[src/rtl/tqvp_bus_initiator.sv]
// Purpose: host-side initiator for the TinyQV peripheral bus, one transaction per command.
// Latency: write or immediate-ready read responds 2 cycles after accept; read timeout after TIMEOUT+1.
// Backpressure: req_ready only in IDLE; response is held stable in RESP until rsp_ready.
module tqvp_bus_initiator #(
    parameter int ADDR_W  = 6,
    parameter int TIMEOUT = 16
) (
    input  logic              clk,
    input  logic              rst_n,
    input  logic              req_valid,
    output logic              req_ready,
    input  logic              req_write,
    input  logic [1:0]        req_size,
    input  logic [ADDR_W-1:0] req_addr,
    input  logic [31:0]       req_wdata,
    output logic              rsp_valid,
    input  logic              rsp_ready,
    output logic [31:0]       rsp_rdata,
    output logic              rsp_err,
    output logic [ADDR_W-1:0] bus_address,
    output logic [31:0]       bus_data_in,
    output logic [1:0]        bus_data_write_n,
    output logic [1:0]        bus_data_read_n,
    input  logic [31:0]       bus_data_out,
    input  logic              bus_data_ready,
    output logic              busy
);

    typedef enum logic [1:0] {
        IDLE  = 2'd0,
        WRITE = 2'd1,
        READ  = 2'd2,
        RESP  = 2'd3
    } state_t;

    localparam logic [1:0] STROBE_OFF = 2'b11;
    localparam logic [7:0] TIMER_LAST = 8'(TIMEOUT - 1);

    state_t     state;
    state_t     state_nxt;
    logic [7:0] timer;

    // Zero-extend read data to the access size; 32-bit (and anything else) passes through.
    function automatic logic [31:0] size_mask(input logic [1:0] size, input logic [31:0] d);
        case (size)
            2'b00:   size_mask = {24'h0, d[7:0]};
            2'b01:   size_mask = {16'h0, d[15:0]};
            default: size_mask = d;
        endcase
    endfunction

    wire read_done    = bus_data_ready;
    wire read_timeout = (timer == TIMER_LAST);

    assign req_ready = (state == IDLE);
    assign rsp_valid = (state == RESP);
    assign busy      = (state != IDLE);

    // State register; reset drops any in-flight transaction or pending response.
    always_ff @(posedge clk or negedge rst_n) begin
        if (!rst_n) state <= IDLE;
        else        state <= state_nxt;
    end

    // Next-state decode: illegal size skips the bus, WRITE is a single cycle, READ waits or times out.
    always_comb begin
        state_nxt = state;
        case (state)
            IDLE: begin
                if (req_valid) begin
                    if (req_size == 2'b11) state_nxt = RESP;
                    else if (req_write)    state_nxt = WRITE;
                    else                   state_nxt = READ;
                end
            end
            WRITE:   state_nxt = RESP;
            READ:    if (read_done || read_timeout) state_nxt = RESP;
            RESP:    if (rsp_ready) state_nxt = IDLE;
            default: state_nxt = IDLE;
        endcase
    end

    // Registered bus strobes, held address/data, read timer and response payload.
    always_ff @(posedge clk or negedge rst_n) begin
        if (!rst_n) begin
            bus_address      <= '0;
            bus_data_in      <= '0;
            bus_data_write_n <= STROBE_OFF;
            bus_data_read_n  <= STROBE_OFF;
            timer            <= '0;
            rsp_rdata        <= '0;
            rsp_err          <= 1'b0;
        end else begin
            case (state)
                IDLE: begin
                    if (req_valid) begin
                        bus_address <= req_addr;
                        bus_data_in <= req_wdata;
                        timer       <= '0;
                        rsp_rdata   <= '0;
                        rsp_err     <= (req_size == 2'b11);
                        if (req_size != 2'b11) begin
                            if (req_write) bus_data_write_n <= req_size;
                            else           bus_data_read_n  <= req_size;
                        end
                    end
                end
                WRITE: begin
                    bus_data_write_n <= STROBE_OFF;
                    rsp_rdata        <= '0;
                    rsp_err          <= 1'b0;
                end
                READ: begin
                    if (read_done) begin
                        bus_data_read_n <= STROBE_OFF;
                        rsp_rdata       <= size_mask(bus_data_read_n, bus_data_out);
                        rsp_err         <= 1'b0;
                    end else if (read_timeout) begin
                        bus_data_read_n <= STROBE_OFF;
                        rsp_rdata       <= '0;
                        rsp_err         <= 1'b1;
                    end else begin
                        timer <= timer + 8'd1;
                    end
                end
                default: begin
                end
            endcase
        end
    end

endmodule

[config.mk]
export PLATFORM = sky130hd
export DESIGN_NAME = tqvp_bus_initiator
export DESIGN_NICKNAME = d
export VERILOG_FILES = /design/src/rtl/tqvp_bus_initiator.sv
export SDC_FILE = /design/constraint.sdc
export NUM_CORES = 1
export LEC_CHECK = 0
export CAP_MARGIN = 10
export CORE_MARGIN = 2
export CORE_UTILIZATION = 46
export CTS_CLUSTER_DIAMETER = 40
export DETAILED_ROUTE_END_ITERATION = 16
export PLACE_DENSITY = 0.86
export SYNTH_ARGS = -nofsm -noshare
export SYNTH_HDL_FRONTEND = slang
export SYNTH_SLANG_ARGS = --single-unit
[constraint.sdc]
create_clock -name clk -period 3.5 [get_ports clk]
set_input_delay 0.525 -clock clk [delete_from_list [all_inputs] [get_ports clk]]
set_output_delay 0.525 -clock clk [all_outputs]
set_load 0.05 [all_outputs]
## After elaboration in Yosys (flattened, before gate mapping)

Cells that the tools add are included.

- Add/subtract/negate cells: 1
- Eq/ne operators: 16
- Multiplexer cells: 29
- Reductions and logical operators: 13

Operators by type and width:

| kind | number |
|---|---|
| $mux 32 | 3 |
| $pmux 32 s3 | 1 |
| $pmux 32 s2 | 1 |
| $mux 2 | 13 |
| $mux 8 | 3 |
| $pmux 8 s2 | 1 |
| $ne 2x2->1 const B | 6 |
| $add 8x1->8 const B | 1 |
| $eq 8x4->1 const B | 1 |
| $pmux 2 s2 | 2 |
| $pmux 2 s4 | 1 |
| $reduce_and 4->1 | 2 |
| $eq 2x2->1 const B | 3 |
| $ne 2x1->1 const B | 3 |
| $reduce_and 3->1 | 2 |
| $reduce_bool 2->1 | 3 |
| $reduce_and 5->1 | 1 |
| $eq 2x1->1 const B | 2 |
| $logic_not 2->1 | 2 |
| $mux 1 | 3 |
| $ne 3x3->1 const B | 1 |
| $pmux 1 s3 | 1 |
| $reduce_bool 3->1 | 1 |
| $reduce_and 2->1 | 1 |
| $logic_or 1x1->1 | 1 |

- Flip-flop bits (word level): 85
- Logic and storage cells: 67

## Depth between registers and ports, before layout

- Word-level depth: 4
- Gate-level depth with buffers: 9
- Gate-level depth less buffers: 6

## Worst setup path before layout

No wires, ideal clock.

- Kind: register to register
- Start point: reg state[0]
- End point: reg rsp_rdata[2]
- Library setup time: 0.125 ns
- Data arrival time: 2.419 ns
- Setup slack: 0.956 ns
- Cell stages (with the launch flop): 10
- Buffers on the path: 3
- Cells stage by stage: dfrtp_1 -> inv_1 -> ha_1 -> buf_2 -> inv_1 -> nor2_1 -> a211o_1 -> buf_6 -> buf_6 -> mux2_4

- Longest elaborated chain between the ends: 3
- Elaborated cells on any way between the ends: 8

Ends and longest elaborated chain:

| what | RTL line | text |
|---|---|---|
| from (decl) | 39 | `state_t state;` |
| from (signal assigned) | 62 | `else state <= state_nxt;` |
| $logic_not 2->1 (*) | - |  |
| net req_ready | 11 | `output logic req_ready,` |
| $ne 2x2->1 (no source line) / $reduce_bool 3->1 (equally long branches) | - |  |
| $reduce_and 3->1 (no source line) | - |  |
| to (signal assigned) | 116 | `rsp_rdata <= size_mask(bus_data_read_n, bus_data_out);` |
| to (decl) | 18 | `output logic [31:0] rsp_rdata,` |

The timed path passes the listed nets; every way through them passes the cells marked *.
A chain may end at the register's enable or synchronous reset.

## Worst setup path in the final report

- Start point: reg state[1]
- End point: out busy

- Longest elaborated chain between the ends: 1

Ends and longest elaborated chain:

| what | RTL line | text |
|---|---|---|
| $reduce_bool 2->1 | 57 | `assign busy = (state != IDLE);` |
| to (decl) | 26 | `output logic busy` |

No other way between the ends.

==> impl_metrics.toml <==
[synth]
yosys.area.top_type = "dfrtp_1"
synth.most_common_cell = "dfrtp_1"
yosysTopAreaCellShare_pct = 53.9
synth_cells = 310
synth.ff_latch_count = 85
syn-num-nets = 394
avgSynthCellArea_um2 = 12.1
ys_top_cells_by_area = "dfrtp_1 (54%), mux2_2 (13%), mux2i_1 (6.9%)"
seq_area_frac_synth_pct = 56.6
synth_cell_types = 37
synth-edff-count = 0
yosys_warnings = 0
synthArstFlopShare_pct = 100
synth_area_um2 = 3760
synth_flop_cell = "dfrtp_1"
yosys-top-cells-count = "dfrtp_1 (81), mux2_2 (42), nand2_1 (38)"

[sta]
min_period_ns = 2.71
setup_ws_ns = 0.790
post-route-period-util_pct = 77.4
finalSetupViolCount = 0
whs_ns = 0.344
fmax_ghz = 0.369
grt_setup_unrepaired = "no"
relSlewSlack_pct = 30.4
clock_skew_ns = 0.0155
drv_slew = 0
final.setup.tns_ns = 0
hold_violations = 0
worstMarginPinSlew_ns = 1.04

[floorplan]
die-area_um2 = 8920
rows = 32
fp.dieW_um = 94.5
core_um2 = 7810
die_h_um = 94.5
start_util_pct = 48.2
ios = 156

[critical_path]
cp.required_ns = 2.97
arrival_ns = 2.18
crit_type = "reg2out"
crit_fanout = 10
cpPeakStageDelay_ns = 0.82
critical_path.slowest_cell = "clkdlybuf4s50_1"
start_kind = "register"
cpMostUsedCell = "inv_1"
endpoint_kind = "primary output"
r2r_slack_ns = 0.89
crit_chain = "inv_1 > ha_1 > inv_1 > clkdlybuf4s50_1"

[clocking]
cts-buffers-inserted = 9
clk_pin_slew_ns = 0.10
clock_latency_ns = 0.35
ctsHoldBuffers = 0
post_cts_buffers = 0
cts.sinks = 85
clk_path_buf_depth = 2
ctsHtreeMaxLevel = 3
cts_root_buf = "clkbuf_8"
cts_tree = "built"
cts.repair.resized = 0

[drt]
vias_per_cell = 5.08
vias = 2889
drt-met1-wl_mm = 3.79
wirelength_mm = 9.08
wl_met2_mm = 4.44
firstDrtPassIters = 4
drc_errors = 0
wl_per_cell_um = 16.0
top_layer_used = "met4"
wl_met3_um = 788
drtIter0Drc = 175
detail-route-antenna-nets = 0

[grt]
grt_max_degree = 86
grt_pass1_vias = 2954
antenna_found_initial = 0
grtUsageTotal_pct = 20.3
grt_pass1_wl_mm = 14.2
grt.overflow.total = 0

[layout]
syn_to_final_growth_pct = 47.8
antenna_cells = 0
fin_util_pct = 71.2
n_fill_cell = 599
nNetsFinal = 546
drive_gt1_share_pct = 15.6
final_cells = 569
fin_area_um2 = 5560

[place]
dpl_cell_area_um2 = 5370
dp_hpwl_mm = 6.72
globalplace.congestion = 0.805
dp.cells = 553
port_buffers = 155
place_ws_ns = 0.936

[run_status]
status = "finished, final reports clean"

[power]
finalPower_mw = 5.65
irDropWorstVdd_mv = 0.578
switching_share_pct = 48.4
p_leak_nw = 2.42
switchingPower_mw = 2.74
p_seq_share_pct = 28.9
pwr-share-clk_pct = 11.7
power_density_nw_per_um2 = 1020
p_int_mw = 2.92
combPwrFrac_pct = 59.4

[run]
cap_violations = 0

[min_path]
hp-class = "in2async"
[critical path: cells and delay by family, from the launching register on]
kind / cells / cell delay [ns]
adder cells (fa/ha/maj): 1 / 0.31
buffers and inverters: 3 / 1.08
flip-flops: 1 / 0.44
[power by group through the flow]
stage / logic, mW / clock network, mW / registers (mW)
after global routing: 3.51 / 0.715 / 1.68
after global placement: 3.31 / 0 / 1.62
after floorplan: 1.05 / 0 / 2.90
after detailed placement: 3.36 / 0 / 1.66
final: 3.36 / 0.661 / 1.64
after CTS: 3.37 / 0.681 / 1.64
[sequential cells by signal (all words and copies together), names as in the netlist]
name              count
bus_address           6
bus_data_in          32
bus_data_read_n       2
bus_data_write_n      2
rsp_err               1
rsp_rdata            32
state                 2
timer                 8
[placed cells by master (no fill, tap or decap), types with 5 or more instances in the layout]
cell,synthesis,layout
clkbuf_8,0,9
ha_1,6,6
nor2_1,13,13
dfrtp_1,81,81
o21ai_0,5,5
nand2_1,38,38
mux2_4,6,6
and3_1,10,10
mux2_2,42,42
clkdlybuf4s50_1,0,154
inv_1,28,28
mux2i_1,26,26
[path summary, 6_finish.rpt]
kind,start,end,depth (start not counted)
setup / recovery,state[1],busy,4
hold / removal,rst_n,rsp_rdata[8],1
setup reg to reg,state[0],rsp_rdata[23],6
hold reg to reg,bus_data_write_n[0],bus_data_write_n[0],2
max in group asynchronous,rst_n,bus_data_in[2],1
min in group clk,bus_data_write_n[0],bus_data_write_n[0],2
[cell type report]
| type | count | area [µm²] | share of cell area [%] |
|---|---|---|---|
| clock buffers | 9 | 124 | 2.23 |
| repair buffers | 156 | 1560 | 28.0 |
| multi-input cells | 182 | 1450 | 26.1 |
| inverters | 28 | 105 | 1.89 |
| well taps | 102 | 128 | 2.29 |
| clock inverters | 7 | 65.1 | 1.17 |
| flip-flops and latches | 85 | 2130 | 38.3 |
[per-layer routing]
metal	track usage (%)	vias to the layer above
met4	6.04	0
met1	25.4	1405
met2	33.8	121
li1	-	1357
met5	0	-
met3	6.38	6
[logic make-up after synthesis]
group | after synthesis | synth area share, %
XOR/XNOR | 2 | 0.466
multiplexers | 74 | 21.9
adder cells (fa/ha/maj) | 6 | 1.99
AND/OR/NAND/NOR | 77 | 9.74
flip-flops | 85 | 56.6
AO/OA/AOI/OAI | 23 | 4.42
buffers and inverters | 43 | 4.85
Power figures use the tool's default switching activity.
